**config.mk**
```make
export PLATFORM = sky130hd
export DESIGN_NAME = vga_timing_gen
export DESIGN_NICKNAME = d
export VERILOG_FILES = /design/src/rtl/vga_pkg.sv /design/src/rtl/vga_axis_cnt.sv /design/src/rtl/vga_timing_gen.sv
export SDC_FILE = /design/constraint.sdc
export NUM_CORES = 1
export LEC_CHECK = 0
export BUFFER_PORTS_ARGS = -buffer_cell sky130_fd_sc_hd__buf_4
export CORE_MARGIN = 1
export CORE_UTILIZATION = 35
export DETAILED_ROUTE_END_ITERATION = 10
export MAX_ROUTING_LAYER = met4
export SETUP_SLACK_MARGIN = 0.15
export SYNTH_ARGS = -nofsm -noshare
export SYNTH_HDL_FRONTEND = slang
export SYNTH_SLANG_ARGS = --single-unit
```
**constraint.sdc**
```tcl
create_clock -name clk -period 2.8 [get_ports clk]
set_clock_uncertainty 0.2 [all_clocks]
set_input_delay 0.14 -clock clk [delete_from_list [all_inputs] [get_ports clk]]
set_output_delay 0.14 -clock clk [all_outputs]
set_load 0.03 [all_outputs]
```
**src/rtl/vga_pkg.sv**
```systemverilog
// ---------------------------------------------------------------------------
// vga_pkg
//   Shared VGA timing constants for the draw chain (1024x768 @ 60 Hz, 65 MHz
//   pixel clock) and a small window-decode helper.
//   No ports: imported with "import vga_pkg::*;".
// ---------------------------------------------------------------------------
package vga_pkg;

    localparam int unsigned HOR_PIXELS = 1024;
    localparam int unsigned VER_PIXELS = 768;

    localparam int unsigned H_FP_CLK   = 24;
    localparam int unsigned H_SYNC_CLK = 136;
    localparam int unsigned H_BP_CLK   = 160;

    localparam int unsigned V_FP_LINES   = 3;
    localparam int unsigned V_SYNC_LINES = 6;
    localparam int unsigned V_BP_LINES   = 29;

    localparam int unsigned H_TOTAL = HOR_PIXELS + H_FP_CLK + H_SYNC_CLK + H_BP_CLK;
    localparam int unsigned V_TOTAL = VER_PIXELS + V_FP_LINES + V_SYNC_LINES + V_BP_LINES;

    // Counter width shared by hcount/vcount.
    localparam int unsigned CNT_W   = 11;
    localparam int unsigned CNT_MAX = 2048;

    // True when val lies in [lo, lo+len). Done in 32 bits so an end bound of
    // exactly 2048 does not wrap an 11-bit compare.
    function automatic logic in_window(input int unsigned val,
                                       input int unsigned lo,
                                       input int unsigned len);
        return (val >= lo) && (val < (lo + len));
    endfunction

endpackage

```
**src/rtl/vga_axis_cnt.sv**
```systemverilog
// ---------------------------------------------------------------------------
// vga_axis_cnt
//   Modulo-TOTAL up counter for one VGA axis.
//   Ports:
//     clk   - pixel clock
//     rst_n - asynchronous active-low reset (counter -> 0)
//     en    - advance the counter this cycle
//     cnt   - current count (registered)
//     nxt   - value the counter takes at the next edge
//     tc    - terminal count: enabled and at TOTAL-1, i.e. wrapping now
// ---------------------------------------------------------------------------
module vga_axis_cnt
    import vga_pkg::*;
#(
    parameter int unsigned TOTAL = H_TOTAL,
    parameter int unsigned WIDTH = CNT_W
) (
    input  logic             clk,
    input  logic             rst_n,
    input  logic             en,
    output logic [WIDTH-1:0] cnt,
    output logic [WIDTH-1:0] nxt,
    output logic             tc
);

    localparam logic [WIDTH-1:0] LAST = WIDTH'(TOTAL - 1);

    logic [WIDTH-1:0] cnt_q;
    logic [WIDTH-1:0] cnt_d;

    always_comb begin
        tc    = en && (cnt_q == LAST);
        cnt_d = cnt_q;
        if (tc) begin
            cnt_d = '0;
        end else if (en) begin
            cnt_d = cnt_q + 1'b1;
        end
    end

    always_ff @(posedge clk or negedge rst_n) begin
        if (!rst_n) begin
            cnt_q <= '0;
        end else begin
            cnt_q <= cnt_d;
        end
    end

    assign cnt = cnt_q;
    assign nxt = cnt_d;

endmodule

```
**src/rtl/vga_timing_gen.sv**
```systemverilog
// ---------------------------------------------------------------------------
// vga_timing_gen
//   Source of the VGA timing bundle for the draw chain: free-running pixel
//   counters, registered sync/blank decodes, start-of-frame pulse and a
//   completed-frame counter.
//   Ports:
//     clk       - pixel clock (65 MHz)
//     rst_n     - asynchronous active-low reset
//     hcount    - horizontal pixel position
//     vcount    - vertical line position
//     hsync     - horizontal sync, SYNC_ACTIVE when asserted
//     vsync     - vertical sync, SYNC_ACTIVE when asserted
//     hblnk     - horizontal blanking (hcount >= H_ACTIVE)
//     vblnk     - vertical blanking (vcount >= V_ACTIVE)
//     sof       - one-cycle pulse while pixel (0,0) is presented after a wrap
//     frame_cnt - completed-frame count, 16-bit wrapping
// ---------------------------------------------------------------------------
module vga_timing_gen
    import vga_pkg::*;
#(
    parameter int unsigned H_ACTIVE    = HOR_PIXELS,
    parameter int unsigned H_FP        = H_FP_CLK,
    parameter int unsigned H_SYNC      = H_SYNC_CLK,
    parameter int unsigned H_BP        = H_BP_CLK,
    parameter int unsigned V_ACTIVE    = VER_PIXELS,
    parameter int unsigned V_FP        = V_FP_LINES,
    parameter int unsigned V_SYNC      = V_SYNC_LINES,
    parameter int unsigned V_BP        = V_BP_LINES,
    parameter logic        SYNC_ACTIVE = 1'b1
) (
    input  logic        clk,
    input  logic        rst_n,
    output logic [10:0] hcount,
    output logic [10:0] vcount,
    output logic        hsync,
    output logic        vsync,
    output logic        hblnk,
    output logic        vblnk,
    output logic        sof,
    output logic [15:0] frame_cnt
);

    localparam int unsigned HTOT = H_ACTIVE + H_FP + H_SYNC + H_BP;
    localparam int unsigned VTOT = V_ACTIVE + V_FP + V_SYNC + V_BP;

    if (HTOT > CNT_MAX) begin : gen_htot_check
        $error("vga_timing_gen: horizontal total exceeds 11-bit counter range");
    end
    if (VTOT > CNT_MAX) begin : gen_vtot_check
        $error("vga_timing_gen: vertical total exceeds 11-bit counter range");
    end

    logic [10:0] h_cnt;
    logic [10:0] h_nxt;
    logic        h_tc;
    logic [10:0] v_cnt;
    logic [10:0] v_nxt;
    logic        v_tc;

    vga_axis_cnt #(
        .TOTAL (HTOT),
        .WIDTH (CNT_W)
    ) u_hcnt (
        .clk   (clk),
        .rst_n (rst_n),
        .en    (1'b1),
        .cnt   (h_cnt),
        .nxt   (h_nxt),
        .tc    (h_tc)
    );

    // Lines advance only on the horizontal wrap, so v_tc already implies the
    // frame wrap (both counters return to 0 on this edge).
    vga_axis_cnt #(
        .TOTAL (VTOT),
        .WIDTH (CNT_W)
    ) u_vcnt (
        .clk   (clk),
        .rst_n (rst_n),
        .en    (h_tc),
        .cnt   (v_cnt),
        .nxt   (v_nxt),
        .tc    (v_tc)
    );

    logic        hsync_d, hsync_q;
    logic        vsync_d, vsync_q;
    logic        hblnk_d, hblnk_q;
    logic        vblnk_d, vblnk_q;
    logic        sof_d,   sof_q;
    logic [15:0] frame_cnt_d, frame_cnt_q;

    // Decode from the next counter values so the registered decodes land on
    // the same edge as the counters: zero skew across the bundle.
    always_comb begin
        hblnk_d = (32'(h_nxt) >= H_ACTIVE);
        vblnk_d = (32'(v_nxt) >= V_ACTIVE);
        hsync_d = in_window(32'(h_nxt), H_ACTIVE + H_FP, H_SYNC) ? SYNC_ACTIVE : ~SYNC_ACTIVE;
        vsync_d = in_window(32'(v_nxt), V_ACTIVE + V_FP, V_SYNC) ? SYNC_ACTIVE : ~SYNC_ACTIVE;
        sof_d   = v_tc;
        frame_cnt_d = frame_cnt_q;
        if (v_tc) begin
            frame_cnt_d = frame_cnt_q + 16'd1;
        end
    end

    always_ff @(posedge clk or negedge rst_n) begin
        if (!rst_n) begin
            hsync_q     <= ~SYNC_ACTIVE;
            vsync_q     <= ~SYNC_ACTIVE;
            hblnk_q     <= 1'b0;
            vblnk_q     <= 1'b0;
            sof_q       <= 1'b0;
            frame_cnt_q <= 16'd0;
        end else begin
            hsync_q     <= hsync_d;
            vsync_q     <= vsync_d;
            hblnk_q     <= hblnk_d;
            vblnk_q     <= vblnk_d;
            sof_q       <= sof_d;
            frame_cnt_q <= frame_cnt_d;
        end
    end

    assign hcount    = h_cnt;
    assign vcount    = v_cnt;
    assign hsync     = hsync_q;
    assign vsync     = vsync_q;
    assign hblnk     = hblnk_q;
    assign vblnk     = vblnk_q;
    assign sof       = sof_q;
    assign frame_cnt = frame_cnt_q;

endmodule

```
# Word level (Yosys, flattened, before mapping)
# Index checks and enable logic that the tools add are counted.
# op_classes
addsub	3
order_cmp	6
n_mul	0
n_eq_ne	2
bitwise_logic	0
div_mod_pow	0
n_shift	0
reduce_logical	3
muxes	5
# ops
op	count
11-bit 2-to-1 mux	3
11-bit by 1-bit adder with 11-bit output (second input constant)	2
11-bit by 10-bit greater-or-equal comparator with 1-bit output (second input constant)	2
11-bit greater-or-equal comparator (second input constant)	2
16-bit by 1-bit adder with 16-bit output (second input constant)	1
11-bit by 10-bit equality test with 1-bit output (second input constant)	1
11-bit equality test (second input constant)	1
11-bit by 10-bit < comparator with 1-bit output (second input constant)	1
11-bit < comparator (second input constant)	1
1-bit logical AND	3
1-bit 2-to-1 mux	2
# totals
ram_bits	0
rom_bits	0
out_inout_bits	43
word_cells	27
input_bits	2
ff_bits	43
memories	0
latchBits	0

# Depth between registers and ports, before layout
# logic_depth
depth_word	6
ltp_mapped	8
ltp_nobuf	8

# By module
# Synthesis repeated with hierarchy kept, for this count alone.
# hier_totals
cells_unflattened	182
area_unflattened_um2	2062.0
# by_module_without_submodules
mod	cells_per_inst	n_inst	area_per_inst_um2	seq_area_each_um2
vga_timing_gen	73	1	889.6	525.5
vga_axis_cnt (u_hcnt)	56	1	606.8	275.3
vga_axis_cnt (u_vcnt)	53	1	565.5	275.3

# Worst setup path after synthesis
# OpenSTA, ideal clock, no wires.
# synth_timing
path_type	reg2reg
start	reg u_hcnt.cnt_q[0], in the netlist u_hcnt.cnt[0]
end	reg vsync_q, in the netlist vsync
stages_incl_launch_ff	9
required_time_ns	2.533
arrival_ns	2.412
slack_ns	0.121
setup_ns	0.067
n_path_buf	1
period_less_slack_ns	2.679
path_cell_list	dfrtp_1 > ha_1 > nand2_1 > or4_4 > buf_6 > or3_1 > xnor2_1 > nor2_1 > o2111a_1
# synth_between
elab_chain_cells	6
elab_cells_between_ends	8
cone_classes	2 x order compare; 1 x eq/ne; 3 x mux; 2 x reduce/logical
# synth_rtl
element	line_no	source
from (decl)	vga_axis_cnt.sv:28	logic [WIDTH-1:0] cnt_q;
from (signal assigned)	vga_axis_cnt.sv:45	cnt_q <= cnt_d;
11-bit equality test *	vga_axis_cnt.sv:32	tc = en && (cnt_q == LAST);
11-bit 2-to-1 mux / 1-bit logical AND (equally long branches)	vga_axis_cnt.sv:36, vga_axis_cnt.sv:32	
11-bit 2-to-1 mux *	vga_axis_cnt.sv:34	if (tc) begin
11-bit by 10-bit greater-or-equal comparator with 1-bit output / 11-bit by 10-bit < comparator with 1-bit output (equally long branches)	vga_pkg.sv:32	return (val >= lo) && (val < (lo + len));
1-bit logical AND *	vga_pkg.sv:32	
1-bit 2-to-1 mux *	vga_timing_gen.sv:99	vsync_d = in_window(32'(v_nxt), V_ACTIVE + V_FP, V_SYNC) ? SYNC_ACTIVE : ~SYNC_ACTIVE;
net vsync_d	vga_timing_gen.sv:87	logic vsync_d, vsync_q;
to (signal assigned)	vga_timing_gen.sv:110	vsync_q <= ~SYNC_ACTIVE;
to (signal assigned)	vga_timing_gen.sv:117	vsync_q <= vsync_d;
to (decl)	vga_timing_gen.sv:87	
# Mark *: on every way through the listed nets, which the timed path passes. The rest lies on a longest branch.
# A chain may end at the register's enable or synchronous reset.

# Final worst setup path
# Ends and elaborated chain as after synthesis.

==> summary.md <==
| Metric | Value |
|---|---|
| Clock buffer depth | 2 |
| Fin Setup TNS | 0 ns |
| Post-CTS Setup Bufs | 0 |
| Die W | 80.7 um |
| Status | finished, final reports clean |
| Synth Flop Type | dfrtp_1 |
| DRC viols | 0 |
| Synthesized cell area | 2170 sq um |
| Final setup viols | 0 |
| Worst r2r path cells | 7 |
| Avg Cell Area, Syn | 10.7 sq um |
| Yosys reg bits | 43 |
| Filler cell count | 605 |
| Tcrit/Tclk final | 0.887 |
| IO buf count | 44 |
| Startpoint Class | register |
| Register Area | 1080 sq um |
| Synth-to-Final Area Change | 25.5% |
| P_leak | 1.28 nW |
| Ports | 45 |
| Vias in the first global route | 1708 |
| N_diodes | 0 |
| Crit path kind | reg -> reg |
| Number of CTS-inserted buffers | 5 |
| Share of layout cells above drive strength 1 | 0.306 |
| Slew @ Worst Pin | 0.529 ns |
| First-pass GRT wire length | 7780 um |
| Final Hold Viols | 0 |
| Clk network pwr share | 0.375 |
| GRT Util Overall | 0.160 |
| Antenna Nets Post-Route | 0 |
| Reg2reg start | u_hcnt.cnt[0]$_DFF_PN0_ |
| Area share of the largest cell type after synthesis | 0.497 |
| Syn Inst Count | 202 |
| Comb pwr share | 0.013 |
| Pwr Density | 372 nW/um^2 |
| CTS root buf | clkbuf_8 |
| Ranking of synthesized cells by area | dfrtp_1 (50%), xnor2_1 (6.5%), xor2_1 (5.3%), nor4_4 (3.9%), nand2_1 (3.8%) |
| 1st-iter DRT viols | 48 |
| Initial antenna violation count | 0 |
| Clock Latency Late Sink | 0.29 ns |
| Final Max Slew Viols | 0 |
| Worst-path fanout max | 8 |
| Most common cell after layout, fill and taps aside | buf_4 |
| H-tree level count | 2 |
| Crit path capture | vsync$_DFF_PN0_ |
| Routed wire length | 4540 um |
| Cell row count | 28 |
| Routed WL per cell | 13.6 um |
| Initial core utilization | 0.364 |
| Area occupied by multi-input gates | 1050 sq um |
| Core area | 5960 sq um |
| GR Overflow Total | 0 |
| GP Congestion | 0.827 |
| Crit. End Element | register |
| EDFF count, synth | 0 |
| Max cap viols | 0 |
| CTS tree | built |
| Synthesis Warnings | 0 |
| Critical Path RT | 2.83 ns |
| Clock transition at path regs | 0.08 ns |
| P_int | 0.000797 W |
| Hold Path Class | in -> async |
| CTS sink cnt | 43 |
| Synthesized Nets | 208 |
| Netlist cell types | 41 |
| Sequential area share after synthesis | 0.497 |
| Peak Freq | 403 MHz |
| Post-DP HPWL | 3360 um |
| Async SR Flop Fraction | 1.00 |
| Psw | 0.000217 W |
| Reg-to-reg slack, setup | 0.32 ns |
| Pin count of the biggest net entering global routing | 44 |
| Die area | 6510 sq um |
| Worst reg2reg endpoint | vsync$_DFF_PN0_ |
| Final nets | 263 |
| Slew headroom | 0.647 |
| Share of power burned in registers | 0.612 |
| Unrepaired setup endpoints after global routing | false |
| Pre-antenna DRT Iters | 4 |
| Switch share | 0.214 |
| Routed via count | 1695 |
| Crit path from | u_hcnt.cnt[0]$_DFF_PN0_ |
| Via density | 5.09 |
| Fin crit period | 2.48 ns |
| Leading area contributor after synthesis | dfrtp_1 |
| Hold Slack | 0.173 ns |
| Die H | 80.7 um |
| Peak supply drop | 0.252 mV |
| Most frequent cells in the layout | buf_4 (51), dfrtp_1 (41), nand2_1 (21), nor2_1 (18), xnor2_1 (16) |
| Worst EP arrival | 2.51 ns |
==> cells in the mapped netlist (5+ instances only) <==
cell	count
dfrtp_1	43
nand2_1	22
nor2_1	18
xnor2_1	16
xor2_1	13
nand3_1	10
nor3_1	9
nand4_1	8
a21oi_1	7
inv_1	5
o21ai_0	5
==> critical path: stages, from the launching register on <==
cell	delay, ns
dfrtp_2	0.39
ha_1	0.23
nand2_2	0.13
or4_4	0.61
or3_1	0.42
xnor2_1	0.15
nor2_1	0.11
o2111a_1	0.18
==> state kept, by name, summed over array words and instances (netlist names) <==
name	cells
frame_cnt	16
hblnk	1
hsync	1
sof	1
u_hcnt.cnt	11
u_vcnt.cnt	11
vblnk	1
vsync	1
==> cells by family (layout without fill, tap and decap cells) <==
logic type,after synthesis,after routing,synth area share
and+or+nand+nor,91,91,0.249
DFF,43,43,0.497
xor gates and xnor gates,30,30,0.125
AOI/OAI and AO/OA,22,22,0.0670
buffers and inverters,9,65,0.0242
adders and majority gates,4,4,0.0231
muxes,3,3,0.0150
==> worst min path at each step <==
stage | startpoint | end | cells after the start
after CTS | rst_n | frame_cnt[4]$_DFFE_PN0P_ | 2
after global routing | rst_n | frame_cnt[4]$_DFFE_PN0P_ | 2
after detailed placement | rst_n | frame_cnt[4]$_DFFE_PN0P_ | 1
after floorplan | rst_n | frame_cnt[0]$_DFFE_PN0P_ | 0
after global placement | rst_n | frame_cnt[4]$_DFFE_PN0P_ | 1
final | rst_n | frame_cnt[4]$_DFFE_PN0P_ | 2
==> power groups by stage <==
stage / Clock [W] / Sequential (W) / Combinational (W)
global placement: 0 / 0.000633 / 0.0000137
global route: 0.000434 / 0.000620 / 0.0000168
floorplan: 0 / 0.000633 / 0.000000000392
detailed placement: 0 / 0.000633 / 0.0000138
finish: 0.000379 / 0.000620 / 0.0000134
CTS: 0.000399 / 0.000620 / 0.0000151
==> through the flow <==
| stage | cells | cell area (sq um) | power, W | setup slack (ns) | utilization |
|---|---|---|---|---|---|
| 2_1_floorplan | 202 | 2170 | 0.000633 | 0.221 | - |
| 3_3_place_gp | 324 | 2610 | 0.000646 | 0.300 | 0.439 |
| 3_5_place_dp | 324 | 2610 | 0.000647 | 0.240 | 0.439 |
| 4_1_cts | 333 | 2710 | 0.00103 | 0.214 | 0.455 |
| 5_1_grt | 333 | 2720 | 0.00107 | 0.172 | 0.457 |
| 6_report | 333 | 2720 | 0.00101 | 0.316 | 0.457 |
==> area by class of cell <==
cell class / count / share of cell area
Multi-Input combinational cell: 150 / 0.386
Inverter: 5 / 0.00690
Timing Repair Buffer: 52 / 0.144
Sequential cell: 43 / 0.397
Clock inverter: 2 / 0.00460
Clock buffer: 6 / 0.0267
Tap cell: 75 / 0.0345
==> routing by layer <==
layer	vias up	wire, um	GRT usage
met5	-	0	-
met4	0	49	0.0500
met3	4	184	0.0341
met2	39	2210	0.268
met1	830	2090	0.192
li1	822	-	-
==> repair_timing <==
action                                  4_1_cts  5_1_grt
hold buffers                                  1        0
endpoints found under the setup margin        0        1
resized for setup                             0        3
endpoints found under the hold margin        43        0
Note: power is estimated with default switching activity, not from simulation.
